`config.mk`:
```
export PLATFORM = sky130hd
export DESIGN_NAME = imem_loader
export DESIGN_NICKNAME = d
export VERILOG_FILES = /design/src/rtl/imem_loader.sv
export SDC_FILE = /design/constraint.sdc
export NUM_CORES = 1
export LEC_CHECK = 0
export ABC_AREA = 1
export BUFFER_PORTS_ARGS = -buffer_cell sky130_fd_sc_hd__buf_2
export CAP_MARGIN = 20
export CORE_MARGIN = 5
export CORE_UTILIZATION = 60
export DETAILED_ROUTE_END_ITERATION = 8
export GPL_TIMING_DRIVEN = 0
export PLACE_DENSITY = 0.83
export SYNTH_ARGS = -nofsm -noshare
export SYNTH_HDL_FRONTEND = slang
export SYNTH_SLANG_ARGS = --single-unit
export TNS_END_PERCENT = 5
```
`constraint.sdc`:
```
create_clock -name clk -period 4.7 [get_ports clk]
set_input_delay 0.47 -clock clk [delete_from_list [all_inputs] [get_ports clk]]
set_output_delay 0.47 -clock clk [all_outputs]
set_load 0.02 [all_outputs]
```
`src/rtl/imem_loader.sv`:
```
// imem_loader: receives a program image over a byte stream (length, data, checksum)
// and writes it byte by byte into the instruction memory write port. The core is held
// in reset while a load is running and is released only after a load whose length and
// XOR checksum were both good.
//
// Stream layout: len[7:0], len[15:8], 4*len data bytes (little-endian words), chk.
module imem_loader #(
  parameter int                    ADDR_WIDTH = 32,
  parameter logic [ADDR_WIDTH-1:0] BASE_ADDR  = '0,
  parameter int                    MAX_WORDS  = 256
) (
  input  logic                  clk,
  input  logic                  reset_n,
  input  logic                  start,
  input  logic                  rx_valid,
  input  logic [7:0]            rx_data,
  output logic                  rx_ready,
  output logic                  mem_we,
  output logic [ADDR_WIDTH-1:0] mem_addr,
  output logic [7:0]            mem_wdata,
  output logic                  cpu_reset,
  output logic                  busy,
  output logic                  done,
  output logic                  error,
  output logic [15:0]           word_count
);

  // Byte index spans 4 * 65535 data bytes at most, so 18 bits always suffice.
  localparam int          IDX_W   = 18;
  localparam logic [31:0] MAX_LEN = 32'(MAX_WORDS);

  typedef enum logic [2:0] {
    S_IDLE,
    S_LEN_LO,
    S_LEN_HI,
    S_DATA,
    S_CHK,
    S_DONE,
    S_ERR
  } state_t;

  state_t state_q, state_d;

  // Load bookkeeping
  logic [7:0]       len_lo_q;
  logic [15:0]      len_q;
  logic [IDX_W-1:0] idx_q;
  logic [7:0]       xor_q;
  logic [15:0]      word_cnt_q;

  // Write-port stage, one cycle behind byte acceptance
  logic                  wr_vld_p1;
  logic [ADDR_WIDTH-1:0] wr_addr_p1;
  logic [7:0]            wr_data_p1;

  // Decoded control
  logic             load_start;
  logic             xfer;
  logic [15:0]      len_full;
  logic [IDX_W-1:0] last_idx;

  // A length is usable only when it names at least one word and fits the memory.
  function automatic logic len_ok(input logic [15:0] len);
    return (len != 16'd0) && ({16'd0, len} <= MAX_LEN);
  endfunction

  assign xfer     = rx_valid && rx_ready;
  assign len_full = {rx_data, len_lo_q};
  assign last_idx = {len_q, 2'b00} - IDX_W'(1);

  // State register
  always_ff @(posedge clk or negedge reset_n) begin
    if (!reset_n) begin
      state_q <= S_IDLE;
    end else begin
      state_q <= state_d;
    end
  end

  // Next-state decode and state-derived status outputs
  always_comb begin
    state_d    = state_q;
    rx_ready   = 1'b0;
    busy       = 1'b0;
    done       = 1'b0;
    error      = 1'b0;
    cpu_reset  = 1'b1;
    load_start = 1'b0;
    unique case (state_q)
      S_IDLE: begin
        if (start) begin
          load_start = 1'b1;
          state_d    = S_LEN_LO;
        end
      end
      S_LEN_LO: begin
        rx_ready = 1'b1;
        busy     = 1'b1;
        if (rx_valid) state_d = S_LEN_HI;
      end
      S_LEN_HI: begin
        rx_ready = 1'b1;
        busy     = 1'b1;
        if (rx_valid) state_d = len_ok(len_full) ? S_DATA : S_ERR;
      end
      S_DATA: begin
        rx_ready = 1'b1;
        busy     = 1'b1;
        if (rx_valid && (idx_q == last_idx)) state_d = S_CHK;
      end
      S_CHK: begin
        rx_ready = 1'b1;
        busy     = 1'b1;
        if (rx_valid) state_d = (rx_data == xor_q) ? S_DONE : S_ERR;
      end
      S_DONE: begin
        done      = 1'b1;
        cpu_reset = 1'b0;
        if (start) begin
          load_start = 1'b1;
          state_d    = S_LEN_LO;
        end
      end
      S_ERR: begin
        error = 1'b1;
        if (start) begin
          load_start = 1'b1;
          state_d    = S_LEN_LO;
        end
      end
      default: state_d = S_IDLE;
    endcase
  end

  // Length capture, byte index, checksum and word counting on accepted bytes
  always_ff @(posedge clk or negedge reset_n) begin
    if (!reset_n) begin
      len_lo_q   <= '0;
      len_q      <= '0;
      idx_q      <= '0;
      xor_q      <= '0;
      word_cnt_q <= '0;
    end else begin
      if (load_start) begin
        len_q      <= '0;
        idx_q      <= '0;
        xor_q      <= '0;
        word_cnt_q <= '0;
      end
      if (xfer && (state_q == S_LEN_LO)) len_lo_q <= rx_data;
      if (xfer && (state_q == S_LEN_HI)) len_q <= len_full;
      if (xfer && (state_q == S_DATA)) begin
        idx_q <= idx_q + IDX_W'(1);
        xor_q <= xor_q ^ rx_data;
        // Counted together with the write of a word's final byte.
        if (idx_q[1:0] == 2'b11) word_cnt_q <= word_cnt_q + 16'd1;
      end
    end
  end

  // ---- p1: memory write stage (address/data hold between pulses) ----
  always_ff @(posedge clk or negedge reset_n) begin
    if (!reset_n) begin
      wr_vld_p1  <= 1'b0;
      wr_addr_p1 <= BASE_ADDR;
      wr_data_p1 <= '0;
    end else begin
      wr_vld_p1 <= xfer && (state_q == S_DATA);
      if (xfer && (state_q == S_DATA)) begin
        wr_addr_p1 <= BASE_ADDR + ADDR_WIDTH'(idx_q);
        wr_data_p1 <= rx_data;
      end
    end
  end

  assign mem_we     = wr_vld_p1;
  assign mem_addr   = wr_addr_p1;
  assign mem_wdata  = wr_data_p1;
  assign word_count = word_cnt_q;

endmodule

```
Word level (Yosys, flattened, before mapping)
Index checks and enable logic that the tools add are counted.

Multipliers: 0. Reduce and logical (&&, ||, !) cells: 13. Shift operators: 0. $lt $le $gt $ge: 1. Add/sub/neg operators: 3. Eq/ne operators: 14. Divide/modulo/power cells: 0. Bitwise logic cells: 1. Multiplexer cells: 23.

Operator list (count): two-way mux 16 bit (5); two-way mux 18 bit (2); adder 18 x 1 -> 18 bit (second input constant) (1); == test 18 bit (1); two-way mux 3 bit (6); subtractor 18 x 1 -> 18 bit (second input constant) (1); adder 16 x 1 -> 16 bit (second input constant) (1); <= comparator 16 x 9 -> 1 bit (second input constant) (1); two-way mux 8 bit (2); nonzero test 16 bit (1); case mux 3 bit (5 select lines) (1); == test 3 bit (second input constant) (3); == test 8 bit (1); != test 2 bit (second input constant) (4); XOR 8 bit (1); == test 3 x 2 -> 1 bit (second input constant) (2); logical AND 1 bit (6); two-way mux 1 bit (6); AND reduction 5 bit (1); nonzero test 2 bit (2); OR reduction 4 bit (1); == test 3 x 1 -> 1 bit (second input constant) (1); logical NOT 3 bit (1); OR reduction 3 bit (1); other kinds (3) (3).

Latch bits: 0. ROM bits: 0. Word-level logic and storage cells: 64. RAM bits: 0. Flip-flop bits (word level): 96. Memories kept: 0.

Depth between registers and ports, before layout
Depth in word-level cells: 6. Gate-level depth with buffers: 15. Gate-level depth less buffers: 15.

Worst setup path before layout
Ideal clock, no wire load.

Kind: register to output. Start: reg state_q[0]. End: out rx_ready. Arrival time: 1332 ps. Cell stages (with the launch flop): 7. Setup slack: 2898 ps. Required time: 4230 ps. Cell sequence: dfrtp_1 nor3_1 inv_1 nand2_1 inv_1 nand2_1 buf_4.

Cells in the longest elaborated chain, start to end: 3. Elaborated cells between the ends (all ways): 6.

Ends and longest elaborated chain: start, declared (RTL line 42) `state_t state_q, state_d;`; start signal, assigned (RTL line 76) `state_q <= state_d;`; == test 3 x 1 -> 1 bit, or another cell as far along; OR reduction 4 bit (no line) (*); two-way mux 1 bit (*); end, declared (RTL line 17) `output logic rx_ready,`.

Mark *: on every way between the ends. The rest lies on a longest branch, timed or not.

Worst setup path in the final report
Start: reg state_q[0]. End: out rx_ready.

Cells in the longest elaborated chain, start to end: 3. Elaborated cells between the ends (all ways): 6.

Ends and longest elaborated chain: == test 3 x 1 -> 1 bit, or another cell as far along (RTL line 89) `unique case (state_q)`; OR reduction 4 bit (no line) (*); two-way mux 1 bit (*) (RTL line 89).

Marks and branches as above.

==> flow_metrics.tcl <==
set metrics [dict create \
    cts_tree "built" \
    hold_class "input pin to async pin" \
    final_util_pct 69.9 \
    synth_edf_count 0 \
    fin_ws_ns 2.23 \
    final-setup-viol-count 0 \
    avgRoutedWirePerCell_microns 14.9 \
    path_cells "nor3_1 -> inv_1 -> nand2_1 -> inv_1 -> nand2_1 -> buf_4 -> buf_2" \
    status "finished, final reports clean" \
    synthesis.instances 629 \
    synthFlopType "dfrtp_1" \
    cts_hold_buf 0 \
    vias_per_cell 5.44 \
    clkSinkCount 96 \
    yosys-top-cells-area "dfrtp_1 (48%), nand2_1 (11%), o21ai_0 (5.8%), inv_1 (5.2%), nor2_1 (4.5%)" \
    cts_resized 0 \
    synth_cell_types 42 \
    dp_slack_ns 2.50 \
    clkTransAtPathRegs_ns 0.11 \
    fin_crit_sh_pct 52.6 \
    fp-row-count 33 \
    diodes 0 \
    antenna_found_initial 0 \
    clockBufferDepth 2 \
    endpoint_kind "primary output" \
    critPathMaxStageDelay_ns 0.54 \
    crit_required_ns 4.23 \
    syn-cell-area_sq_um 5040 \
    worst_slew_pin_slew_ns 0.618 \
    peakVddDrop_v 0.000340 \
    fp.dieW_microns 102 \
    grt_use_total_pct 25.3 \
    core-area_sq_um 8220 \
    final.setup_skew_ns 0.0199 \
    initial_core_util_pct 61.3 \
    tns_ns 0 \
    synth.most_common_cell "nand2_1" \
    ys_ff_latch 96 \
    clock_latency_ns 0.38 \
    grt_overflow 0 \
    num_vias 4478 \
    synth.top_cells.by_count "nand2_1 (153), dfrtp_1 (96), inv_1 (70), nor2_1 (60), o21ai_0 (58)" \
    final_hold_viol_count 0 \
    routabilityCongestion 0.914 \
    cp-start-kind "flip-flop" \
    area_delta_synth_final_pct 14.0 \
    synth.top_cell.area_share_pct 47.7 \
    dpl_cell_area_sq_um 5540 \
    ys_seq_area_share_pct 47.7 \
    critical_path_class "flip-flop to primary output" \
    slew_violations 0 \
    yosysTopAreaCell "dfrtp_1" \
    leakage_nw 3.05 \
    yosysWarnings 0 \
    slowest_stage "nor3_1" \
    htreeDepth 3 \
    dp_hpwl_microns 9210 \
    port_buffers 59 \
    cap_viol_max_count 0 \
    drc 0 \
    fill_cells 682 \
    root_buffer "clkbuf_8" \
    numCtsBuffers 9 \
    rsz0062_at_grt "no" \
    crit_arrival_ns 2.00 \
    drtPass1Iterations 5 \
    final_nets 728 \
    crit_fanout 6 \
    fin_area_sq_um 5740 \
    drive_gt1_share_pct 16.3 \
    power_density_nw_per_um2 612 \
    die_h_microns 102 \
    fin_crit_ns 2.47 \
    timing.slew.headroom_pct 58.8 \
    io_pins 74 \
    grt_pass1_vias 4225 \
    grt_max_degree 53 \
    ant_nets 0 \
    wl_microns 12300 \
    fmax_ghz 0.405 \
    first_iter_violations 230 \
    synth.avg_cell_area_sq_um 8.01 \
    synth_async_sr_flop_share_pct 100 \
    cts_setup_buffers 0 \
    dieArea_sq_um 10300 \
    grt_pass1_wl_microns 20400 \
]
==> final timing paths <==
kind | from | end | slack (ns) | cells after the start
min in group clk | rx_data[0] | xor_q[0] | 0.43 | 3
setup / recovery | state_q[0] | rx_ready | 2.23 | 7
hold reg to reg | mem_addr[13] | mem_addr[13] | 0.48 | 2
max in group asynchronous | reset_n | len_q[5] | 3.95 | 2
hold / removal | reset_n | word_count[5] | 0.1 | 1
setup reg to reg | state_q[0] | mem_wdata[7] | 2.52 | 8
==> worst max-delay path, delay by kind of cell, from the launching register on <==
kind | cells | cell delay [ns]
flip-flops | 1 | 0.46
buffers and inverters | 4 | 0.43
AND/OR/NAND/NOR | 3 | 0.72
==> metal layers <==
metal / GRT usage, % / wire length, microns
met3: 5.30 / 746
met4: 8.08 / 235
met1: 35.2 / 5530
met2: 39.8 / 5780
met5: 0 / 0
==> cells by family (layout without fill, tap and decap cells) <==
kind of cell	after synthesis	count (layout)	share of synthesized area (%)
DFF	96	96	47.7
buffers and inverters	103	179	9.02
AOI/OAI and AO/OA	105	105	11.6
adders and majority gates	3	3	0.745
muxes	2	2	0.397
xor gates and xnor gates	23	23	4.00
other	1	14	0.0744
and+or+nand+nor	296	296	26.5
==> stage by stage <==
| stage | hold slack [ns] | cells | total power, W |
|---|---|---|---|
| after detailed placement | 0.457 | 807 | 0.00295 |
| after floorplan | 0.174 | 642 | 0.00249 |
| final | 0.0960 | 823 | 0.00352 |
| after CTS | 0.121 | 823 | 0.00351 |
| after global routing | 0.146 | 823 | 0.00383 |
| after global placement | 0.453 | 806 | 0.00289 |
==> where the power goes <==
part           internal [W]  switching (W)
logic              0.000593        0.00112
registers           0.00106       0.000185
clock network      0.000262       0.000297
total               0.00191        0.00160
==> sequential cells by signal, summed over array words and instances (netlist names) <==
register / cells
idx_q: 18
mem_addr: 18
len_q: 16
word_count: 16
len_lo_q: 8
mem_wdata: 8
xor_q: 8
state_q: 3
mem_we: 1
==> cell usage in the layout (no fill, tap or decap), types with 4 or more instances in the layout <==
| master | instances |
|---|---|
| a22o_1 | 4 |
| inv_1 | 70 |
| o21ai_0 | 58 |
| inv_2 | 4 |
| clkbuf_1 | 12 |
| nand2_1 | 153 |
| nand3_1 | 37 |
| buf_2 | 60 |
| buf_4 | 17 |
| nor3_1 | 14 |
| xnor2_1 | 8 |
| nor2_2 | 4 |
| clkbuf_8 | 10 |
| nor2_1 | 60 |
| dfrtp_1 | 96 |
| conb_1 | 14 |
| xor2_1 | 15 |
| a21oi_1 | 18 |
| o22ai_1 | 11 |
| nand4_1 | 9 |
==> layout make-up <==
cell class              count  area (sq um)  area share, %
plain buffers              28           168           2.92
clock buffers              12           145           2.53
clock inverters             4          53.8          0.937
inverters                  75           287           4.99
multi-input cells         443          2230           38.8
flip-flops and latches     96          2400           41.8
well taps                 105           131           2.29
repair buffers             60           325           5.67
(Power assumes the default switching activity.)
